`src/rtl/apb_arb_pkg.sv`:
```
// Shared types for the two-requester APB arbiter: FSM states, default widths
// and the packed request latch layout.
package apb_arb_pkg;

  typedef enum logic [1:0] {
    IDLE   = 2'd0,
    SETUP  = 2'd1,
    ACCESS = 2'd2,
    RESP   = 2'd3
  } arb_state_t;

  localparam int ADDR_W_DEF = 8;
  localparam int DATA_W_DEF = 21;
  localparam int SEL_W_DEF  = 8;

  typedef struct packed {
    logic                  wr;
    logic [SEL_W_DEF-1:0]  sel;
    logic [ADDR_W_DEF-1:0] addr;
    logic [DATA_W_DEF-1:0] wdata;
  } apb_req_t;

endpackage

```
`src/rtl/apb_arbiter_if.sv`:
```
// APB bus bundle between the arbiter (master) and the peripheral fabric (slave).
interface apb_arbiter_if #(
  parameter int ADDR_W = 8,
  parameter int DATA_W = 21,
  parameter int SEL_W  = 8
);

  logic [SEL_W-1:0]  PSEL;
  logic              PENABLE;
  logic              PWRITE;
  logic [ADDR_W-1:0] PADDR;
  logic [DATA_W-1:0] PWDATA;
  logic [DATA_W-1:0] PRDATA;
  logic              PREADY;
  logic              PSLVERR;

  modport master (
    output PSEL, PENABLE, PWRITE, PADDR, PWDATA,
    input  PRDATA, PREADY, PSLVERR
  );

  modport slave (
    input  PSEL, PENABLE, PWRITE, PADDR, PWDATA,
    output PRDATA, PREADY, PSLVERR
  );

endinterface

```
`src/rtl/apb_rr_pick.sv`:
```
// Combinational two-way round-robin pick: on a tie the requester that was not
// served last wins.
module apb_rr_pick (
  input  logic [1:0] req,
  input  logic       last,
  output logic       idx,
  output logic       valid
);

  // Winner select from the request pair and last-served pointer
  always_comb begin
    valid = |req;
    case (req)
      2'b01:   idx = 1'b0;
      2'b10:   idx = 1'b1;
      2'b11:   idx = ~last;
      default: idx = 1'b0;
    endcase
  end

endmodule

```
`src/rtl/apb_arbiter.sv`:
```
// Two-requester APB master arbiter/sequencer (CPU = 0, loader = 1).
// Define APB_ARB_TIMEOUT_EN to enable the ACCESS-phase wait counter and timeout abort.
module apb_arbiter
  import apb_arb_pkg::*;
#(
  parameter int ADDR_W  = ADDR_W_DEF,
  parameter int DATA_W  = DATA_W_DEF,
  parameter int SEL_W   = SEL_W_DEF,
  parameter int TIMEOUT = 15
) (
  input  logic              clk,
  input  logic              RESET,
  input  logic              REQ0,
  input  logic              REQ1,
  input  logic              WR0,
  input  logic              WR1,
  input  logic [SEL_W-1:0]  SEL0,
  input  logic [SEL_W-1:0]  SEL1,
  input  logic [ADDR_W-1:0] ADDR0,
  input  logic [ADDR_W-1:0] ADDR1,
  input  logic [DATA_W-1:0] WDATA0,
  input  logic [DATA_W-1:0] WDATA1,
  output logic              GNT0,
  output logic              GNT1,
  output logic              DONE0,
  output logic              DONE1,
  output logic              ERR,
  output logic [DATA_W-1:0] RDATA,
  apb_arbiter_if.master     apb
);

  arb_state_t state_r;
  apb_req_t   req_r;
  apb_req_t   pick_req_s;
  logic       last_r;
  logic       owner_r;
  logic       pick_idx_s;
  logic       pick_valid_s;
  logic       timeout_s;
  logic       acc_done_s;

  apb_rr_pick u_pick (
    .req   ({REQ1, REQ0}),
    .last  (last_r),
    .idx   (pick_idx_s),
    .valid (pick_valid_s)
  );

  // Request fields of the current round-robin winner
  always_comb begin
    pick_req_s = '0;
    if (pick_idx_s) begin
      pick_req_s.wr    = WR1;
      pick_req_s.sel   = SEL_W_DEF'(SEL1);
      pick_req_s.addr  = ADDR_W_DEF'(ADDR1);
      pick_req_s.wdata = DATA_W_DEF'(WDATA1);
    end else begin
      pick_req_s.wr    = WR0;
      pick_req_s.sel   = SEL_W_DEF'(SEL0);
      pick_req_s.addr  = ADDR_W_DEF'(ADDR0);
      pick_req_s.wdata = DATA_W_DEF'(WDATA0);
    end
  end

`ifdef APB_ARB_TIMEOUT_EN
  logic [7:0] wait_cnt_r;

  assign timeout_s = (wait_cnt_r == 8'(TIMEOUT));
`else
  assign timeout_s = 1'b0 && (TIMEOUT > 0);
`endif

  // PREADY wins over a timeout landing in the same cycle
  assign acc_done_s = apb.PREADY | timeout_s;

  // The latch drives the bus directly; its sel field is cleared when ACCESS ends
  assign apb.PSEL   = SEL_W'(req_r.sel);
  assign apb.PWRITE = req_r.wr;
  assign apb.PADDR  = ADDR_W'(req_r.addr);
  assign apb.PWDATA = DATA_W'(req_r.wdata);

  // Transfer sequencer: IDLE -> SETUP -> ACCESS (wait) -> RESP -> IDLE
  always_ff @(posedge clk or posedge RESET) begin
    if (RESET) begin
      state_r     <= IDLE;
      req_r       <= '0;
      last_r      <= 1'b1;
      owner_r     <= 1'b0;
      apb.PENABLE <= 1'b0;
      GNT0        <= 1'b0;
      GNT1        <= 1'b0;
      DONE0       <= 1'b0;
      DONE1       <= 1'b0;
      ERR         <= 1'b0;
      RDATA       <= '0;
`ifdef APB_ARB_TIMEOUT_EN
      wait_cnt_r  <= 8'd0;
`endif
    end else begin
      case (state_r)
        IDLE: begin
          if (pick_valid_s) begin
            state_r    <= SETUP;
            req_r      <= pick_req_s;
            owner_r    <= pick_idx_s;
            GNT0       <= ~pick_idx_s;
            GNT1       <= pick_idx_s;
`ifdef APB_ARB_TIMEOUT_EN
            wait_cnt_r <= 8'd0;
`endif
          end else begin
            state_r <= IDLE;
          end
        end
        SETUP: begin
          apb.PENABLE <= 1'b1;
          state_r     <= ACCESS;
        end
        ACCESS: begin
          if (acc_done_s) begin
            state_r     <= RESP;
            req_r.sel   <= '0;
            apb.PENABLE <= 1'b0;
            DONE0       <= ~owner_r;
            DONE1       <= owner_r;
            ERR         <= apb.PREADY ? apb.PSLVERR : 1'b1;
            if (apb.PREADY && !req_r.wr) begin
              RDATA <= apb.PRDATA;
            end
          end else begin
            state_r    <= ACCESS;
`ifdef APB_ARB_TIMEOUT_EN
            wait_cnt_r <= wait_cnt_r + 8'd1;
`endif
          end
        end
        RESP: begin
          state_r <= IDLE;
          last_r  <= owner_r;
          GNT0    <= 1'b0;
          GNT1    <= 1'b0;
          DONE0   <= 1'b0;
          DONE1   <= 1'b0;
          ERR     <= 1'b0;
        end
        default: begin
          state_r <= IDLE;
        end
      endcase
    end
  end

endmodule

```
`src/flat_wrapper.sv`:
```
// flat-port wrapper written by rule: the top's interface ports become plain ports
module apb_arbiter_flat import apb_arb_pkg::*;
#(
  parameter int ADDR_W  = ADDR_W_DEF,
  parameter int DATA_W  = DATA_W_DEF,
  parameter int SEL_W   = SEL_W_DEF,
  parameter int TIMEOUT = 15
)
  (clk, RESET, REQ0, REQ1, WR0, WR1, SEL0, SEL1, ADDR0, ADDR1, WDATA0, WDATA1, GNT0, GNT1, DONE0, DONE1, ERR, RDATA, apb_PSEL, apb_PENABLE, apb_PWRITE, apb_PADDR, apb_PWDATA, apb_PRDATA, apb_PREADY, apb_PSLVERR);
  apb_arbiter_if #(.ADDR_W(ADDR_W), .DATA_W(DATA_W), .SEL_W(SEL_W)) apb_i ();
  input  logic clk;
  input  logic RESET;
  input  logic REQ0;
  input  logic REQ1;
  input  logic WR0;
  input  logic WR1;
  input  logic [SEL_W-1:0] SEL0;
  input  logic [SEL_W-1:0] SEL1;
  input  logic [ADDR_W-1:0] ADDR0;
  input  logic [ADDR_W-1:0] ADDR1;
  input  logic [DATA_W-1:0] WDATA0;
  input  logic [DATA_W-1:0] WDATA1;
  output logic GNT0;
  output logic GNT1;
  output logic DONE0;
  output logic DONE1;
  output logic ERR;
  output logic [DATA_W-1:0] RDATA;
  output wire logic [$bits(apb_i.PSEL)-1:0] apb_PSEL;
  output wire logic [$bits(apb_i.PENABLE)-1:0] apb_PENABLE;
  output wire logic [$bits(apb_i.PWRITE)-1:0] apb_PWRITE;
  output wire logic [$bits(apb_i.PADDR)-1:0] apb_PADDR;
  output wire logic [$bits(apb_i.PWDATA)-1:0] apb_PWDATA;
  input wire logic [$bits(apb_i.PRDATA)-1:0] apb_PRDATA;
  input wire logic [$bits(apb_i.PREADY)-1:0] apb_PREADY;
  input wire logic [$bits(apb_i.PSLVERR)-1:0] apb_PSLVERR;
  assign apb_PSEL = apb_i.PSEL;
  assign apb_PENABLE = apb_i.PENABLE;
  assign apb_PWRITE = apb_i.PWRITE;
  assign apb_PADDR = apb_i.PADDR;
  assign apb_PWDATA = apb_i.PWDATA;
  assign apb_i.PRDATA = apb_PRDATA;
  assign apb_i.PREADY = apb_PREADY;
  assign apb_i.PSLVERR = apb_PSLVERR;
  apb_arbiter #(.ADDR_W(ADDR_W), .DATA_W(DATA_W), .SEL_W(SEL_W), .TIMEOUT(TIMEOUT)) u_core (.clk(clk), .RESET(RESET), .REQ0(REQ0), .REQ1(REQ1), .WR0(WR0), .WR1(WR1), .SEL0(SEL0), .SEL1(SEL1), .ADDR0(ADDR0), .ADDR1(ADDR1), .WDATA0(WDATA0), .WDATA1(WDATA1), .GNT0(GNT0), .GNT1(GNT1), .DONE0(DONE0), .DONE1(DONE1), .ERR(ERR), .RDATA(RDATA), .apb(apb_i));
endmodule
```
`config.mk`:
```
export PLATFORM = sky130hd
export DESIGN_NAME = apb_arbiter_flat
export DESIGN_NICKNAME = d
export VERILOG_FILES = /design/src/rtl/apb_arb_pkg.sv /design/src/rtl/apb_arbiter_if.sv /design/src/rtl/apb_rr_pick.sv /design/src/rtl/apb_arbiter.sv /design/src/flat_wrapper.sv
export SDC_FILE = /design/constraint.sdc
export NUM_CORES = 1
export LEC_CHECK = 0
export ABC_AREA = 0
export CAP_MARGIN = 20
export CORE_MARGIN = 2
export CORE_UTILIZATION = 39
export DETAILED_ROUTE_END_ITERATION = 12
export PLACE_DENSITY = 0.87
export SYNTH_ARGS = -nofsm -noshare
export SYNTH_HDL_FRONTEND = slang
export SYNTH_HIERARCHICAL = 1
export SYNTH_SLANG_ARGS = --single-unit
export TNS_END_PERCENT = 50
```
`constraint.sdc`:
```
create_clock -name clk -period 2.9 [get_ports clk]
set_input_delay 0.58 -clock clk [delete_from_list [all_inputs] [get_ports clk]]
set_output_delay 0.58 -clock clk [all_outputs]
set_load 0.02 [all_outputs]
```
Yosys cells after proc, flatten, opt, wreduce, memory -nomap -nowiden
Cells that the tools add are included.
{"block": "word_totals", "register_bits": 69, "out_inout_bits": 65}
{"block": "op_classes", "n_eq_ne": 7, "muxes": 20, "bitwise": 3, "n_reduce_logical": 14}
{"operator": "38-bit 2-to-1 mux", "n": 1}
{"operator": "37-bit 2-to-1 mux", "n": 1}
{"operator": "8-bit one-hot mux with 2 select lines", "n": 1}
{"operator": "1-bit one-hot mux with 2 select lines", "n": 7}
{"operator": "2-bit equality test, second input constant", "n": 4}
{"operator": "1-bit 2-to-1 mux", "n": 8}
{"operator": "8-bit 2-to-1 mux", "n": 1}
{"operator": "2-bit one-hot mux with 4 select lines", "n": 1}
{"operator": "2-bit AND reduction", "n": 4}
{"operator": "2-bit nonzero test", "n": 4}
{"operator": "3-bit AND reduction", "n": 2}
{"operator": "1-bit inverter", "n": 3}
{"operator": "2-bit by 1-bit equality test with 1-bit output, second input constant", "n": 1}
{"operator": "2-bit zero test", "n": 1}
{"operator": "2-bit by 1-bit != test with 1-bit output, second input constant", "n": 1}
{"operator": "2-bit != test, second input constant", "n": 1}
{"operator": "2-bit OR reduction", "n": 1}
{"operator": "1-bit logical AND", "n": 1}
{"operator": "1-bit zero test", "n": 1}

Longest topological paths before layout
{"block": "logic_depth", "depth_word": 5, "mapped_depth": 7, "ltp_nobuf": 5}

Hierarchy
The synthesis kept the hierarchy.
{"mod": "apb_arbiter", "instances": 1, "cells_per_inst": 260, "area_each_um2": 3130.5}
{"mod": "apb_rr_pick", "instances": 1, "cells_per_inst": 2, "area_each_um2": 13.8}

Least setup slack after synthesis
OpenSTA, ideal clock, no wires.
{"block": "synth_timing", "kind": "input -> register", "from": "in REQ1", "to": "reg u_core.GNT0", "setup_time_ns": 0.125, "arrival_ns": 1.571, "required_time_ns": 2.775, "setup_slack_ns": 1.205, "cell_stages": 5, "path_cell_list": "or2_1 > and2_1 > buf_2 > a21oi_1 > mux2_2"}
{"block": "synth_via", "elab_chain_len": 5, "word_cells_on_any_way": 9}
{"element": "start, declared", "line_no": "flat_wrapper.sv:14", "rtl": "input logic REQ1;"}
{"element": "2-bit equality test", "line_no": "apb_rr_pick.sv:13", "rtl": "case (req)"}
{"element": "1-bit one-hot mux with 2 select lines", "line_no": "apb_rr_pick.sv:13"}
{"element": "1-bit inverter", "line_no": "apb_arbiter.sv:106", "rtl": "GNT0 <= ~pick_idx_s;"}
{"element": "1-bit 2-to-1 mux", "line_no": "apb_arbiter.sv:102", "rtl": "if (pick_valid_s) begin"}
{"element": "1-bit one-hot mux with 2 select lines", "line_no": "apb_arbiter.sv:100", "rtl": "case (state_r)"}
{"element": "end signal, assigned", "line_no": "apb_arbiter.sv:106"}
{"element": "end, declared", "line_no": "apb_arbiter.sv:23", "rtl": "output logic GNT0,"}
Several ways; a longest one is shown, not always the timed one. The select of a mux whose other input is x is not followed.
A chain may end at the register's enable or synchronous reset.

Worst setup path after layout
{"block": "layout_timing", "from": "in REQ0", "to": "reg u_core.req_r (netlist bit u_core/apb.PWDATA[14])"}
{"block": "layout_via", "word_cells_on_any_way": 6}
{"element": "start, declared", "line_no": "flat_wrapper.sv:13", "rtl": "input logic REQ0;"}
{"element": "2-bit OR reduction", "line_no": "apb_rr_pick.sv:12", "rtl": "valid = |req;"}
{"element": "net u_core.pick_valid_s", "line_no": "apb_arbiter.sv:38", "rtl": "logic pick_valid_s;"}
{"element": "2-bit AND reduction (no source line)"}
{"element": "end signal, assigned", "line_no": "apb_arbiter.sv:104", "rtl": "req_r <= pick_req_s;"}
{"element": "end, declared", "line_no": "apb_arbiter.sv:33", "rtl": "apb_req_t req_r;"}
The timed path passes the listed nets, and every way through them passes these cells.

==> results.json <==
{
  "dieArea_um2": 8797,
  "grt_max_degree": 46,
  "via_per_inst": 4.782,
  "crit_path_end_kind": "register",
  "worstPathRequired_ns": 3.16,
  "cp_slowest_cell": "clkdlybuf4s50_1",
  "synth_edf_count": 0,
  "seq_power_share": 0.330,
  "cts_sinks": 69,
  "cpLargestDelayFamily": "buffers and inverters",
  "crit_fanout": 40,
  "port_buffers": 167,
  "syn_nets": 371,
  "detail_route.wl_per_cell_um": 15.00,
  "comb_power_share": 0.534,
  "grt_overflow": 0,
  "ant_nets": 0,
  "drc": 0,
  "cts_buffers": 9,
  "fillers": 619,
  "switching_share": 0.3808,
  "crit_buf_inv": 2,
  "drive_above_1_share": 0.1336,
  "layout.cells.most_common": "clkdlybuf4s50_1",
  "setup_viol": 0,
  "reg2reg_depth": 6,
  "grt_pass1_wl_um": 12400,
  "crit_path_start_kind": "input pin",
  "power.density_nw_per_um2": 1009,
  "tightest_slew_ns": 0.5189,
  "grt_usage": 0.1832,
  "drt_iter0_markers": 63,
  "fp.dieH_um": 93.79,
  "placed_area_um2": 4902,
  "final_cell_mix": "clkdlybuf4s50_1 (167), dfrtp_1 (68), mux2i_1 (41), nor2_1 (41), mux2_2 (32)",
  "use_met2": 0.3256,
  "grt_setup_unrepaired": "false",
  "fmaxAchievable_ghz": 0.4624,
  "synth_top_area_cell": "dfrtp_1",
  "cts_tree": "done",
  "htree_levels": 3,
  "hp-start": "u_core/ERR$_DFFE_PP0P_",
  "r2r_setup_slack_ns": 0.90,
  "holdBufCountCts": 0,
  "reg2reg_to": "u_core/apb.PWDATA[14]$_DFFE_PP0P_",
  "path_clk_slew_ns": 0.07,
  "min_path_cells": 2,
  "finalSetupTns_ns": 0,
  "cts_resized": 0,
  "cp.arrival_ns": 2.42,
  "grt_pass1_vias": 2630,
  "yosysSeqAreaShare": 0.5495,
  "slowest_delay_ns": 0.52,
  "worstSetupPathType": "input pin to register",
  "die-width_um": 93.79,
  "hold_end": "u_core/ERR$_DFFE_PP0P_",
  "use_met3": 0.05698,
  "synth_top_area_frac": 0.5412,
  "area_growth_pct": 61.56,
  "worstReg2RegStart": "u_core/state_r[0]$_DFF_PP0_",
  "start_util": 0.4048,
  "fin_hold_ws_ns": 0.4811,
  "hold_viol": 0,
  "gp_congestion": 0.7272,
  "syn_avg_cell_area_um2": 12.00,
  "diodes": 0,
  "multiInputGateArea_um2": 1303,
  "clock_skew_ns": 0.01178,
  "gr-max-usage-layer": "met2",
  "synthesis.area_um2": 3144,
  "antenna_found_initial": 0,
  "fin_crit_sh": 0.7458,
  "p_int_mw": 3.174,
  "min_path_type": "register to register",
  "synth_flop_cell": "dfrtp_1",
  "yosysWarnings": 6,
  "synthCells": 262,
  "clock_latency_ns": 0.34,
  "vias": 2563,
  "num_rows": 32,
  "routed_wl_um": 8040,
  "gr-usage-met1": 0.2010,
  "leakagePower_nw": 2.177,
  "period_minus_slack_ns": 2.163,
  "drv_slew": 0,
  "cap_violations": 0,
  "ir_worst_vdd_mv": 0.4548,
  "dp_hpwl_um": 6203,
  "stdcell_area_um2": 5080,
  "path_cells": "clkdlybuf4s50_1, or2_1, and2_2, buf_4, nor2_1, a21oi_1",
  "coreArea_um2": 7767,
  "slew_headroom": 0.6535,
  "ys_seq_elements": 69,
  "fin_nets": 538,
  "root_buffer": "clkbuf_8",
  "first_pass_iters": 4,
  "p_total_mw": 5.126,
  "regArea_um2": 1728,
  "power_switching_mw": 1.952,
  "status": "completed",
  "async_flop_share": 1.000,
  "p_clk_frac": 0.136,
  "synth.area.top_cells": "dfrtp_1 (54%), mux2i_1 (13%), mux2_2 (11%)",
  "cts_buffer_depth": 2,
  "pin_count": 168,
  "synth_cell_types": 25,
  "post_cts_buffers": 0
}
==> worst max-delay path by stage <==
stage	end	depth (start not counted)	start
3_5_place_dp	u_core/apb.PWDATA[15]$_DFFE_PP0P_	6	REQ0
6_report	u_core/apb.PWDATA[14]$_DFFE_PP0P_	6	REQ0
5_1_grt	u_core/apb.PWDATA[11]$_DFFE_PP0P_	6	REQ0
3_3_place_gp	u_core/apb.PWDATA[10]$_DFFE_PP0P_	6	REQ0
2_1_floorplan	u_core/DONE0$_DFFE_PP0P_	1	RESET
4_1_cts	u_core/apb.PWDATA[15]$_DFFE_PP0P_	6	REQ0
==> routing by layer <==
metal  vias to the layer above  wire length, um
met5                         -                0
met4                         0              177
met3                        15              598
met2                        95             4225
met1                      1220             3039
li1                       1233                -
==> cells by family after synthesis <==
kind of cell | share of synthesized area
AO/OA/AOI/OAI | 0.07402
adder cells (fa/ha/maj) | 0.02388
buffers and inverters | 0.04019
flip-flops | 0.5495
multiplexers | 0.2451
AND/OR/NAND/NOR | 0.06726
==> power by group through the flow <==
stage / Combinational [mW] / Clock [mW] / Sequential [mW]
after floorplan: 1.01 / 0 / 2.22
after detailed placement: 2.76 / 0 / 1.71
after global placement: 2.68 / 0 / 1.69
after CTS: 2.77 / 0.722 / 1.70
final: 2.74 / 0.695 / 1.69
after global routing: 2.92 / 0.760 / 1.75
==> layout make-up <==
type                    instances  share of cell area
flip-flops and latches         69              0.3401
repair buffers                172              0.3389
multi-input cells             171              0.2564
clock buffers                  12             0.03054
well taps                     102             0.02512
clock inverters                 4            0.004433
inverters                       6            0.004433
==> Yosys cell counts (all sizes together) (2+ instances only) <==
| library cell | number |
|---|---|
| dfrtp | 68 |
| mux2i | 41 |
| nor2 | 41 |
| a21oi | 32 |
| mux2 | 32 |
| buf | 16 |
| ha | 6 |
| inv | 6 |
| nand2 | 6 |
| a22o | 2 |
==> worst min-delay path, cell delays in order, from the launching register on <==
cell and delay, ns:
dfrtp_1 0.35, nand2_1 0.05, nand2_1 0.05
==> flip-flops by register name, indices dropped and copies added, names as in the netlist, 2 cells and up <==
register / flops
u_core/apb.PSEL: 8
u_core/RDATA: 21
u_core/apb.PADDR: 8
u_core/apb.PWDATA: 21
u_core/state_r: 2
==> through the flow <==
step / std cells / util / worst slack [ns]
after floorplan: 262 / - / 0.5818
after global placement: 520 / 0.6311 / 0.4868
after detailed placement: 520 / 0.6311 / 0.3972
after CTS: 536 / 0.6540 / 0.7505
after global routing: 536 / 0.6540 / 0.5834
final: 536 / 0.6540 / 0.7373
Power figures use the tool's default switching activity.
